## src/rtl/bomberman_pkg.sv

```systemverilog
`default_nettype none
// ============================================================================
// Module      : bomberman_pkg
// Description : Shared sprite/screen dimensions, colour key, blitter state
//               encoding and sprite-ID constants for the game datapath.
// Revision    : 1.0 - initial release
// ============================================================================
package bomberman_pkg;

    localparam int C_SPR_W    = 8;
    localparam int C_SPR_H    = 8;
    localparam int C_ID_W     = 4;
    localparam int C_X_W      = 8;
    localparam int C_Y_W      = 7;
    localparam int C_SCREEN_W = 160;
    localparam int C_SCREEN_H = 120;
    localparam int C_COLOUR_W = 3;

    localparam logic [C_COLOUR_W-1:0] C_TRANSPARENT = 3'b101;

    localparam int               C_BLT_STATE_W = 2;
    localparam logic [C_BLT_STATE_W-1:0] C_BLT_IDLE  = 2'd0;
    localparam logic [C_BLT_STATE_W-1:0] C_BLT_FETCH = 2'd1;
    localparam logic [C_BLT_STATE_W-1:0] C_BLT_DONE  = 2'd2;

    typedef enum logic [C_BLT_STATE_W-1:0] {
        BLT_IDLE  = C_BLT_IDLE,
        BLT_FETCH = C_BLT_FETCH,
        BLT_DONE  = C_BLT_DONE
    } blt_state_t;

    localparam logic [C_ID_W-1:0] C_SPR_TILE      = 4'd0;
    localparam logic [C_ID_W-1:0] C_SPR_EXPLOSION = 4'd1;
    localparam logic [C_ID_W-1:0] C_SPR_BOMB      = 4'd2;
    localparam logic [C_ID_W-1:0] C_SPR_P1        = 4'd3;
    localparam logic [C_ID_W-1:0] C_SPR_P2        = 4'd4;
    localparam logic [C_ID_W-1:0] C_SPR_HEART     = 4'd5;

endpackage
`default_nettype wire

```

## src/rtl/sprite_pixel_counter.sv

```systemverilog
`default_nettype none
// ============================================================================
// Module      : sprite_pixel_counter
// Description : Raster col/row counter over one sprite with clear, enable,
//               column wrap into row, and a last-pixel flag.
// Revision    : 1.0 - initial release
// ============================================================================
module sprite_pixel_counter
    import bomberman_pkg::*;
#(
    parameter int SPR_W = C_SPR_W,
    parameter int SPR_H = C_SPR_H
) (
    input  logic                       clock,
    input  logic                       resetn,
    input  logic                       i_clear,
    input  logic                       i_enable,
    output logic [$clog2(SPR_W)-1:0]   o_col,
    output logic [$clog2(SPR_H)-1:0]   o_row,
    output logic                       o_last
);

    localparam int C_CW = $clog2(SPR_W);
    localparam int C_RW = $clog2(SPR_H);
    localparam logic [C_CW-1:0] C_COL_MAX = C_CW'(SPR_W - 1);
    localparam logic [C_RW-1:0] C_ROW_MAX = C_RW'(SPR_H - 1);

    logic [C_CW-1:0] r_col;
    logic [C_RW-1:0] r_row;
    logic            w_col_wrap;
    logic            w_row_wrap;

    assign w_col_wrap = (r_col == C_COL_MAX);
    assign w_row_wrap = (r_row == C_ROW_MAX);

    always_ff @(posedge clock or negedge resetn) begin
        if (!resetn) begin
            r_col <= '0;
            r_row <= '0;
        end else if (i_clear) begin
            r_col <= '0;
            r_row <= '0;
        end else if (i_enable) begin
            r_col <= w_col_wrap ? '0 : r_col + 1'b1;
            if (w_col_wrap) begin
                r_row <= w_row_wrap ? '0 : r_row + 1'b1;
            end
        end
    end

    assign o_col  = r_col;
    assign o_row  = r_row;
    assign o_last = w_col_wrap & w_row_wrap;

endmodule
`default_nettype wire

```

## src/rtl/sprite_blitter.sv

```systemverilog
`default_nettype none
// ============================================================================
// Module      : sprite_blitter
// Description : Copies one sprite from synchronous ROM to the VGA pixel port
//               with colour keying, horizontal mirroring and edge clipping.
// Revision    : 1.0 - initial release
// ============================================================================
module sprite_blitter
    import bomberman_pkg::*;
#(
    parameter int SPR_W    = C_SPR_W,
    parameter int SPR_H    = C_SPR_H,
    parameter int ID_W     = C_ID_W,
    parameter int X_W      = C_X_W,
    parameter int Y_W      = C_Y_W,
    parameter int SCREEN_W = C_SCREEN_W,
    parameter int SCREEN_H = C_SCREEN_H,
    parameter int COLOUR_W = C_COLOUR_W,
    parameter logic [COLOUR_W-1:0] TRANSPARENT = C_TRANSPARENT
) (
    input  logic                                   clock,
    input  logic                                   resetn,
    input  logic                                   start,
    input  logic [X_W-1:0]                         x_origin,
    input  logic [Y_W-1:0]                         y_origin,
    input  logic [ID_W-1:0]                        sprite_id,
    input  logic                                   hflip,
    input  logic                                   transparent_en,
    output logic [ID_W+$clog2(SPR_W*SPR_H)-1:0]    rom_addr,
    input  logic [COLOUR_W-1:0]                    rom_data,
    output logic [X_W-1:0]                         vga_x,
    output logic [Y_W-1:0]                         vga_y,
    output logic [COLOUR_W-1:0]                    vga_colour,
    output logic                                   vga_plot,
    output logic                                   busy,
    output logic                                   finished
);

    localparam int C_CW = $clog2(SPR_W);
    localparam int C_RW = $clog2(SPR_H);
    localparam logic [X_W:0] C_X_LIM = (X_W+1)'(SCREEN_W);
    localparam logic [Y_W:0] C_Y_LIM = (Y_W+1)'(SCREEN_H);

    blt_state_t      r_state;
    blt_state_t      w_next_state;
    logic            w_accept;
    logic            w_cnt_en;
    logic            w_last;
    logic [C_CW-1:0] w_col;
    logic [C_CW-1:0] w_rom_col;
    logic [C_RW-1:0] w_row;

    logic [X_W-1:0]  r_x_org;
    logic [Y_W-1:0]  r_y_org;
    logic [ID_W-1:0] r_id;
    logic            r_hflip;
    logic            r_key_en;

    logic [X_W:0]    w_sx;
    logic [Y_W:0]    w_sy;
    logic [X_W:0]    r_px;
    logic [Y_W:0]    r_py;
    logic            r_pipe_valid;

    always_ff @(posedge clock or negedge resetn) begin
        if (!resetn) begin
            r_state <= BLT_IDLE;
        end else begin
            r_state <= w_next_state;
        end
    end

    always_comb begin
        w_next_state = r_state;
        w_accept     = 1'b0;
        w_cnt_en     = 1'b0;
        busy         = 1'b0;
        finished     = 1'b0;
        case (r_state)
            BLT_IDLE: begin
                if (start) begin
                    w_accept     = 1'b1;
                    w_next_state = BLT_FETCH;
                end
            end
            BLT_FETCH: begin
                busy     = 1'b1;
                w_cnt_en = 1'b1;
                if (w_last) begin
                    w_next_state = BLT_DONE;
                end
            end
            BLT_DONE: begin
                busy         = 1'b1;
                finished     = 1'b1;
                w_next_state = BLT_IDLE;
            end
            default: w_next_state = BLT_IDLE;
        endcase
    end

    sprite_pixel_counter #(
        .SPR_W (SPR_W),
        .SPR_H (SPR_H)
    ) u_counter (
        .clock    (clock),
        .resetn   (resetn),
        .i_clear  (w_accept),
        .i_enable (w_cnt_en),
        .o_col    (w_col),
        .o_row    (w_row),
        .o_last   (w_last)
    );

    always_ff @(posedge clock or negedge resetn) begin
        if (!resetn) begin
            r_x_org  <= '0;
            r_y_org  <= '0;
            r_id     <= '0;
            r_hflip  <= 1'b0;
            r_key_en <= 1'b0;
        end else if (w_accept) begin
            r_x_org  <= x_origin;
            r_y_org  <= y_origin;
            r_id     <= sprite_id;
            r_hflip  <= hflip;
            r_key_en <= transparent_en;
        end
    end

    // SPR_W is a power of two, so SPR_W-1-col is simply the bitwise inverse.
    assign w_rom_col = r_hflip ? ~w_col : w_col;
    assign rom_addr  = {r_id, w_row, w_rom_col};

    // One extra bit keeps right/bottom overflow visible to the clip test.
    assign w_sx = {1'b0, r_x_org} + (X_W+1)'(w_col);
    assign w_sy = {1'b0, r_y_org} + (Y_W+1)'(w_row);

    always_ff @(posedge clock or negedge resetn) begin
        if (!resetn) begin
            r_px         <= '0;
            r_py         <= '0;
            r_pipe_valid <= 1'b0;
        end else begin
            r_px         <= w_sx;
            r_py         <= w_sy;
            r_pipe_valid <= (r_state == BLT_FETCH);
        end
    end

    assign vga_x      = r_px[X_W-1:0];
    assign vga_y      = r_py[Y_W-1:0];
    assign vga_colour = rom_data;
    assign vga_plot   = r_pipe_valid
                      & ~(r_key_en & (rom_data == TRANSPARENT))
                      & (r_px < C_X_LIM)
                      & (r_py < C_Y_LIM);

endmodule
`default_nettype wire

```

## config.mk

```make
export PLATFORM = sky130hd
export DESIGN_NAME = sprite_blitter
export DESIGN_NICKNAME = d
export VERILOG_FILES = /design/src/rtl/bomberman_pkg.sv /design/src/rtl/sprite_pixel_counter.sv /design/src/rtl/sprite_blitter.sv
export SDC_FILE = /design/constraint.sdc
export NUM_CORES = 1
export LEC_CHECK = 0
export CORE_MARGIN = 2
export CORE_UTILIZATION = 44
export DETAILED_ROUTE_END_ITERATION = 12
export PLACE_DENSITY = 0.77
export SYNTH_ARGS = -nofsm -noshare
export SYNTH_HDL_FRONTEND = slang
export SYNTH_HIERARCHICAL = 1
export SYNTH_SLANG_ARGS = --single-unit
```

## constraint.sdc

```tcl
create_clock -name clock -period 1.8 [get_ports clock]
set_clock_uncertainty 0.15 [all_clocks]
set_input_delay 0.18 -clock clock [delete_from_list [all_inputs] [get_ports clock]]
set_output_delay 0.18 -clock clock [all_outputs]
set_load 0.01 [all_outputs]
```

Yosys cells after proc, flatten, opt, wreduce, memory -nomap -nowiden
Index checks and enable logic that the tools add are counted.
{"block": "totals", "regBits": 47, "inputBits": 27, "output_inout_bits": 31, "elab_cells": 53}
{"block": "op_classes", "add_sub_neg": 4, "n_lt_le_gt_ge": 2, "n_eq_ne": 7, "n_mux": 16, "bitwise": 7, "n_reduce_logical": 6}
{"operator": "$mux W3", "count": 8}
{"operator": "$add A8 B3 Y9", "count": 1}
{"operator": "$eq A3 B3 Y1 const B", "count": 3}
{"operator": "$lt A9 B8 Y1 const B", "count": 1}
{"operator": "$add A7 B3 Y8", "count": 1}
{"operator": "$lt A8 B7 Y1 const B", "count": 1}
{"operator": "$add A3 B1 Y3 const B", "count": 2}
{"operator": "$and A1 B1 Y1", "count": 5}
{"operator": "$mux W1", "count": 5}
{"operator": "$mux W2", "count": 2}
{"operator": "$pmux W2 S2", "count": 1}
{"operator": "$reduce_and A2 Y1", "count": 2}
{"operator": "$reduce_bool A2 Y1", "count": 2}
{"operator": "$not A3 Y3", "count": 1}
{"operator": "$eq A2 B1 Y1 const B", "count": 1}
{"operator": "$eq A2 B2 Y1 const B", "count": 1}
{"operator": "$logic_not A2 Y1", "count": 1}
{"operator": "$ne A2 B1 Y1 const B", "count": 1}
{"operator": "$ne A2 B2 Y1 const B", "count": 1}
{"operator": "$reduce_or A2 Y1", "count": 1}
{"operator": "$not A1 Y1", "count": 1}

Logic depth before layout (Yosys ltp)
Gate-level depths: netlist of run 1.
{"block": "logic_depth", "ltp_word": 6, "mapped_depth": 6, "depth_no_buf": 6}

Cells and area by module
Netlist of run 1, hierarchy kept.
{"module": "sprite_blitter", "n_inst": 1, "cells_each": 150, "area_each_um2": 2019.4, "seq_area_each_um2": 1026.0}
{"module": "sprite_pixel_counter", "n_inst": 1, "cells_each": 28, "area_each_um2": 335.3, "seq_area_each_um2": 150.1}

Worst setup path after synthesis of run 1
No wires, ideal clock.
{"block": "synth_path", "path_kind": "register to register", "startpoint": "register u_counter.r_col[0], in the netlist u_counter/o_col[0]", "endpoint": "register r_px[4]", "setup_time_ns": 0.124, "arrival_time_ns": 1.567, "required_time_ns": 1.526, "slack_ns": -0.041, "stages_incl_launch_ff": 6, "n_path_buf": 0, "synth_period_minus_slack_ns": 1.841, "cell_sequence": "dfrtp_1 ha_1 fa_1 a21oi_1 and2b_2 xor2_1"}
{"block": "synth_via", "elab_chain_len": 1}
{"item": "start, declared", "line_no": "sprite_pixel_counter.sv:28", "source": "logic [C_CW-1:0] r_col;"}
{"item": "start signal, assigned", "line_no": "sprite_pixel_counter.sv:44", "source": "r_col <= w_col_wrap ? '0 : r_col + 1'b1;"}
{"item": "$add A8 B3 Y9", "line_no": "sprite_blitter.sv:136", "source": "assign w_sx = {1'b0, r_x_org} + (X_W+1)'(w_col);"}
{"item": "named net w_sx[4]", "line_no": "sprite_blitter.sv:59", "source": "logic [X_W:0] w_sx;"}
{"item": "end signal, assigned", "line_no": "sprite_blitter.sv:145", "source": "r_px <= w_sx;"}
{"item": "end, declared", "line_no": "sprite_blitter.sv:61", "source": "logic [X_W:0] r_px;"}
The timed path passes the listed nets, and every way through them passes these cells.
A chain may end at the register's enable or synchronous reset.

Final worst setup path of run 1
{"block": "layout_path", "startpoint": "register u_counter.r_row[1], in the netlist u_counter/o_row[1]", "endpoint": "register r_state[1]"}
{"block": "layout_via", "elab_chain_len": 4}
{"item": "start, declared", "line_no": "sprite_pixel_counter.sv:29", "source": "logic [C_RW-1:0] r_row;"}
{"item": "start signal, assigned", "line_no": "sprite_pixel_counter.sv:46", "source": "r_row <= w_row_wrap ? '0 : r_row + 1'b1;"}
{"item": "$eq A3 B3 Y1", "line_no": "sprite_pixel_counter.sv:34", "source": "assign w_row_wrap = (r_row == C_ROW_MAX);"}
{"item": "$and A1 B1 Y1", "line_no": "sprite_pixel_counter.sv:53", "source": "assign o_last = w_col_wrap & w_row_wrap;"}
{"item": "named net w_last", "line_no": "sprite_blitter.sv:48", "source": "logic w_last;"}
{"item": "$ne A2 B1 Y1 (no line)"}
{"item": "$reduce_and A2 Y1 (no line)"}
{"item": "end signal, assigned", "line_no": "sprite_blitter.sv:69", "source": "r_state <= w_next_state;"}
{"item": "end, declared", "line_no": "sprite_blitter.sv:44", "source": "blt_state_t r_state;"}
The timed path passes the listed nets, and every way through them passes these cells.

==> results of run 1 <==
timing repair:
item | CTS | global route
gates resized for setup | 10 | 8
hold buffers | 1 | 0
pin swaps | 1 | 3
hold endpoints to repair | 17 | 0
setup endpoints to repair | 9 | 6
setup buffers | 2 | 2
state kept, by name, summed over array words and instances (netlist names):
name	flops
r_px	9
r_x_org	8
u_counter/o_col	3
r_id	4
r_state	2
r_pipe_valid	1
u_counter/o_row	3
r_key_en	1
r_y_org	7
r_py	8
r_hflip	1
logic make-up (layout without fill, tap and decap cells):
kind of cell             after synthesis  count (layout)
multiplexers                          24              24
AO/OA/AOI/OAI                         19              19
XOR/XNOR                              14              14
flip-flops                            47              47
adder cells (fa/ha/maj)               17              17
buffers and inverters                 30              92
AND/OR/NAND/NOR                       27              27
critical path: stages (launching register included):
cell	delay [ps]
dfrtp_1	420
ha_2	180
ha_1	180
and2_4	140
o22ai_2	250
mux2_4	320
per-layer routing:
| layer | wire length [um] | share of wire (%) | global-route usage (%) | vias up |
|---|---|---|---|---|
| li1 | - | - | - | 711 |
| met1 | 1870 | 43 | 19.6 | 739 |
| met2 | 2180 | 50 | 25.1 | 45 |
| met3 | 217 | 5.0 | 4.71 | 7 |
| met4 | 60 | 1.4 | 6.25 | 0 |
| met5 | 0 | 0 | 0 | - |
final timing paths:
kind	start	to	depth (start not counted)
max reg2reg	u_counter/o_row[1]$_DFFE_PN0P_	r_state[1]$_DFFE_PN0P_	5
min reg2reg	r_x_org[7]$_DFFE_PN0P_	r_px[7]$_DFF_PN0_	1
max	u_counter/o_row[1]$_DFFE_PN0P_	r_state[1]$_DFFE_PN0P_	5
min	resetn	r_y_org[3]$_DFFE_PN0P_	2
min in group clock	r_x_org[7]$_DFFE_PN0P_	r_px[7]$_DFF_PN0_	1
max in group asynchronous	resetn	r_id[2]$_DFFE_PN0P_	3
synthesized netlist by cell type (all sizes together) (2+ instances only):
cell type	n	share of area (%)
a21bo	3	1.3
a21oi	9	2.1
and3	2	0.53
buf	21	7.2
dfrtp	47	50
fa	2	1.7
ha	15	8.0
inv	9	1.4
mux2	22	14
mux2i	2	0.85
nand2	4	0.74
nand3	5	1.1
nand4	3	0.80
nor2	5	0.80
o21ai	3	0.64
xnor2	5	1.9
xor2	9	3.3
power by group:
part | leakage, nW | switching (mW) | internal [mW]
Clock | 0.0470 | 0.340 | 0.302
Combinational | 0.879 | 0.933 | 1.44
Sequential | 0.569 | 0.362 | 1.54
Total | 1.50 | 1.64 | 3.28
layout make-up:
type / instances / area (sq um)
well taps: 70 / 87.6
multi-input cells: 101 / 1010
inverters: 9 / 33.8
fillers: 433 / 2010
clock buffers: 6 / 82.6
clock inverters: 1 / 5.00
repair buffers: 76 / 728
flip-flops and latches: 47 / 1180
==> reports/results.txt, run 1 <==
Status = completed
Worst slack at placement = -22.1 ps
Total wire length = 4330 um
Die H = 77.2 um
Core area = 5140 sq um
Synth Area in Simple Gates = 6.85%
Cell Area, Synth = 2350 sq um
Antenna violations before repair = 0
Root Buffer = clkbuf_8
IO buf count = 57
First-pass GRT wire length = 7290 um
Sequential cell area fraction in the yosys report = 49.9%
Compound-Gate Fraction of Synth Area = 5.31%
Nature of the critical path endpoint = flip-flop
Drt first pass iters = 4
Area after DPL = 2980 sq um
Post-synthesis average cell area = 13.2 sq um
Post-layout utilization of the core = 60.9%
Most used DFF post-synth = dfrtp_1
Syn Nets = 222
Die area = 5950 sq um
Fmax = 0.568 GHz
Placed Cells = 298
N_diodes = 0
Power Density = 1570 nW/um^2
Synth Warn # = 6
Max-capacitance violation count = 0
Final worst slack = 39.9 ps
Synth async-reset ratio = 100%
Area share of fa/ha/maj cells after synthesis = 9.67%
Starting Density = 45.8%
H-tree depth = 2
RSZ-0062 raised after global routing = yes
Worst R2R Setup Slack = 40 ps
Max FO, Critical Path = 4
Leak pwr = 1.50 nW
Most common cell after layout, fill and taps aside = clkdlybuf4s50_1
Final Instance Count excl. Fillers = 310
Clock Sinks = 47
DRC viols = 0
Cell row count = 26
Worst VDD drop = 0.777 mV
Slew Viols, Final = 0
Largest net degree at the start of global routing = 24
Min Hold Slack = 219 ps
HPWL Detailed = 3200 um
Largest family of logic cells by synthesized area = multiplexers
Synth Instances = 178
Worst-path clk slew = 80 ps
Die width = 77.2 um
Clk Latency, worst-skew pair = 300 ps
Synth Register Bits = 47
CP Class = reg2reg
# nets final = 284
Final GP Congestion = 0.711
Initial drt markers = 76
Final Cell Area = 3130 sq um
CP arrival = 1800 ps
Vias = 1502
Worst-Margin Slew = 484 ps
Mux cell area share after synthesis = 14.4%
Most frequent cells in the layout = clkdlybuf4s50_1, dfrtp_1, mux2_4
Synth-to-layout area growth = 32.8%
CTS tree = yes
Period utilization = 97.8%
# setup viols final = 0
Xor-xnor portion of the synthesized cell area = 5.21%
EDFF count, synth = 0
Hold Path Class = in2async
Clk buf depth = 2
Tot Pwr = 4.92 mW
DR vias/cell = 4.85
Relative slew slack = 67.7%
Post-route setup TNS = 0 ps
Worst setup SP type = flip-flop
Tmin final = 1760 ps
CTS buffer count = 5
Final hold vios = 0
Layout cell share with drive strength beyond 1 = 27.5%
Worst path required time = 1830 ps
Synth unique cells = 33
Drt wl/cell = 14.0 um
Antenna-violating nets left = 0
I/O pin count = 58
Number of global-route vias before repair = 1583
Tot GR Track Use = 15.6%
Total congestion overflow = 0
Power figures use the tool's default switching activity.
==> run 2, diff against run 1 <==
CORE_MARGIN = unset   (was 2)
==> run 2 against run 1 <==
Against the previous run: first-iteration DRC count rose by 7.9%; maximum frequency is essentially flat; critical path depth stayed put; hold slack improved by 2.0 ps; critical endpoint unchanged; sequential power about the same; sequential cell count is the same; register-to-register slack barely moved.
==> reports/results.txt, run 2 (synthesized netlist as in run 1, its figures left out) <==
Status = completed (unchanged)
Die area = 5650 sq um (was 5950 sq um)
Area of the multi-input gates = 998 sq um (was 1010 sq um)
Final GP Congestion = 0.741 (was 0.711)
Post-layout utilization of the core = 60.2% (was 60.9%)
Layout cell share with drive strength beyond 1 = 25.1% (was 27.5%)
Starting Density = 45.8% (unchanged)
CP arrival = 1800 ps (about the same)
Die H = 75.2 um (was 77.2 um)
Worst setup SP type = flip-flop (unchanged)
Power Density = 1570 nW/um^2 (about the same)
CP max stage delay = 420 ps (about the same)
Cell row count = 26 (unchanged)
Switching Fraction = 33.2% (was 33.3%)
Hold Path Class = in2async (unchanged)
Leak pwr = 1.48 nW (was 1.50 nW)
CTS buffer count = 5 (unchanged)
# nets final = 284 (unchanged)
CP Class = reg2reg (unchanged)
Initial drt markers = 82 (was 76)
Tot GR Track Use = 16.5% (was 15.6%)
Max FFs per register = 9 (unchanged)
I/O pin count = 58 (unchanged)
Vias = 1484 (was 1502)
Biggest register = r_px (unchanged)
CTS tree = yes (unchanged)
Drt first pass iters = 4 (unchanged)
Clk buf depth = 2 (unchanged)
Largest net degree at the start of global routing = 23 (was 24)
Worst-Margin Slew = 477 ps (was 484 ps)
Number of global-route vias before repair = 1473 (was 1583)
Cell-internal power = 3.24 mW (was 3.28 mW)
Clock Sinks = 47 (unchanged)
Worst path required time = 1840 ps (was 1830 ps)
Max-capacitance violation count = 0 (unchanged)
Slew Viols, Final = 0 (unchanged)
Min Hold Slack = 221 ps (was 219 ps)
Antenna violations before repair = 0 (unchanged)
Total wire length = 4240 um (was 4330 um)
H-tree depth = 2 (unchanged)
Clk Latency, worst-skew pair = 290 ps (was 300 ps)
Core area = 5140 sq um (unchanged)
# fillers = 444 (was 433)
Final Instance Count excl. Fillers = 309 (was 310)
Top flop regs = r_px x9, r_py x8, r_x_org x8 (unchanged)
Sequential share of power = 39.2% (was 38.7%)
First-pass GRT wire length = 6720 um (was 7290 um)
Max FO, Critical Path = 3 (was 4)
Synth-to-layout area growth = 31.5% (was 32.8%)
Clock power share = 11.9% (was 13.1%)
Fmax = 0.568 GHz (about the same)
Reg-to-Reg End = r_state[1]$_DFFE_PN0P_ (unchanged)
Worst reg2reg path depth = 5 (unchanged)
Most frequent cells in the layout = clkdlybuf4s50_1, dfrtp_1, mux2_4 (unchanged)
DRC viols = 0 (unchanged)
Most common cell after layout, fill and taps aside = clkdlybuf4s50_1 (unchanged)
Worst VDD drop = 0.735 mV (was 0.777 mV)
Relative slew slack = 68.2% (was 67.7%)
Worst R2R Setup Slack = 40 ps (about the same)
IO buf count = 57 (unchanged)
Critical-path cell list = ha_1, ha_2, and2_1, o22ai_2, mux2_2 (was ha_2, ha_1, and2_4, o22ai_2, mux2_4)
Root Buffer = clkbuf_8 (unchanged)
DR vias/cell = 4.80 (was 4.85)
Reg-to-reg startpoint = u_counter/o_col[0]$_DFFE_PN0P_ (was u_counter/o_row[1]$_DFFE_PN0P_)
Antenna-violating nets left = 0 (unchanged)
Crit-path slowest cell = dfrtp_1 (unchanged)
Post-route setup TNS = 0 ps (unchanged)
Tmin final = 1760 ps (about the same)
N_diodes = 0 (unchanged)
Nature of the critical path endpoint = flip-flop (unchanged)
Final hold vios = 0 (unchanged)
FF/Latch Area = 1180 sq um (about the same)
Total congestion overflow = 0 (unchanged)
Worst-path clk slew = 80 ps (about the same)
Period utilization = 97.8% (about the same)
RSZ-0062 raised after global routing = yes (unchanged)
# setup viols final = 0 (unchanged)
HPWL Detailed = 3090 um (was 3200 um)
Drt wl/cell = 13.7 um (was 14.0 um)
Die width = 75.2 um (was 77.2 um)
Net Sw Power = 1.61 mW (was 1.64 mW)
Gate power share = 48.9% (was 48.2%)
Placed Cells = 298 (unchanged)
run 2: cell count changes in the layout (fill, tap and decap cells not counted), sizes merged:
cell,delta
clkinv,-1
run 2: worst max-delay path by stage:
stage                                        start                      to  depth (start not counted)
floorplan           u_counter/o_col[0]$_DFFE_PN0P_       r_px[4]$_DFF_PN0_                          5
global placement    u_counter/o_col[0]$_DFFE_PN0P_  r_state[1]$_DFFE_PN0P_                          5
detailed placement  u_counter/o_col[0]$_DFFE_PN0P_       r_px[4]$_DFF_PN0_                          5
CTS                 u_counter/o_col[0]$_DFFE_PN0P_       r_px[4]$_DFF_PN0_                          5
global route        u_counter/o_col[0]$_DFFE_PN0P_  r_state[0]$_DFFE_PN0P_                          5
finish              u_counter/o_col[0]$_DFFE_PN0P_  r_state[1]$_DFFE_PN0P_                          5
run 2: worst max-delay path: cells and delay by family, from the launching register on:
kind / cells / cell delay (ps)
adder cells (fa/ha/maj): 2 / 390
multiplexers: 1 / 350
AO/OA/AOI/OAI: 1 / 180
AND/OR/NAND/NOR: 1 / 170
flip-flops: 1 / 420
run 2: repair_timing:
action | in CTS | in global routing
buffers inserted | 3 | 1
hold endpoints to repair | 17 | 0
resized for setup | 8 | 4
hold buffers | 1 | 0
setup endpoints to repair | 10 | 7
run 2: cell type report:
| class | instances | area share, % |
|---|---|---|
| multi-input combinational | 101 | 32.2 |
| tap | 70 | 2.83 |
| timing repair buffer | 76 | 23.5 |
| inverter | 9 | 1.09 |
| clock buffer | 6 | 2.34 |
| sequential | 47 | 38.0 |
run 2: per-stage QoR:
step           total power, mW  setup slack (ps)  cell area, sq um
4_1_cts                   4.88              4.01              3080
3_3_place_gp              4.22              14.0              2980
2_1_floorplan             3.44             -18.7              2360
6_report                  4.85              39.4              3100
5_1_grt                   5.21             -17.7              3100
3_5_place_dp              4.29             -30.8              2980
run 2: per-layer routing:
layer,wire (um),GRT usage (%),part of all wire [%]
met1,1830,19.5,43
met2,2140,28.4,50
met3,213,4.82,5.0
met4,57,6.17,1.3
met5,0,0,0
run 2: power by group through the flow:
stage          Clock [mW]  Combinational (mW)  Sequential (mW)
2_1_floorplan           0                1.58             1.86
3_3_place_gp            0                2.31             1.91
3_5_place_dp            0                2.36             1.92
4_1_cts             0.600                2.37             1.90
5_1_grt             0.646                2.60             1.96
6_report            0.577                2.37             1.90
==> run 3, diff against run 2 <==
CTS_CLUSTER_DIAMETER = 60   (was unset)
SLEW_MARGIN = 0   (was unset)
==> results of run 3 <==
No change in the layout: final DEF, timing and power equal those of run 2.
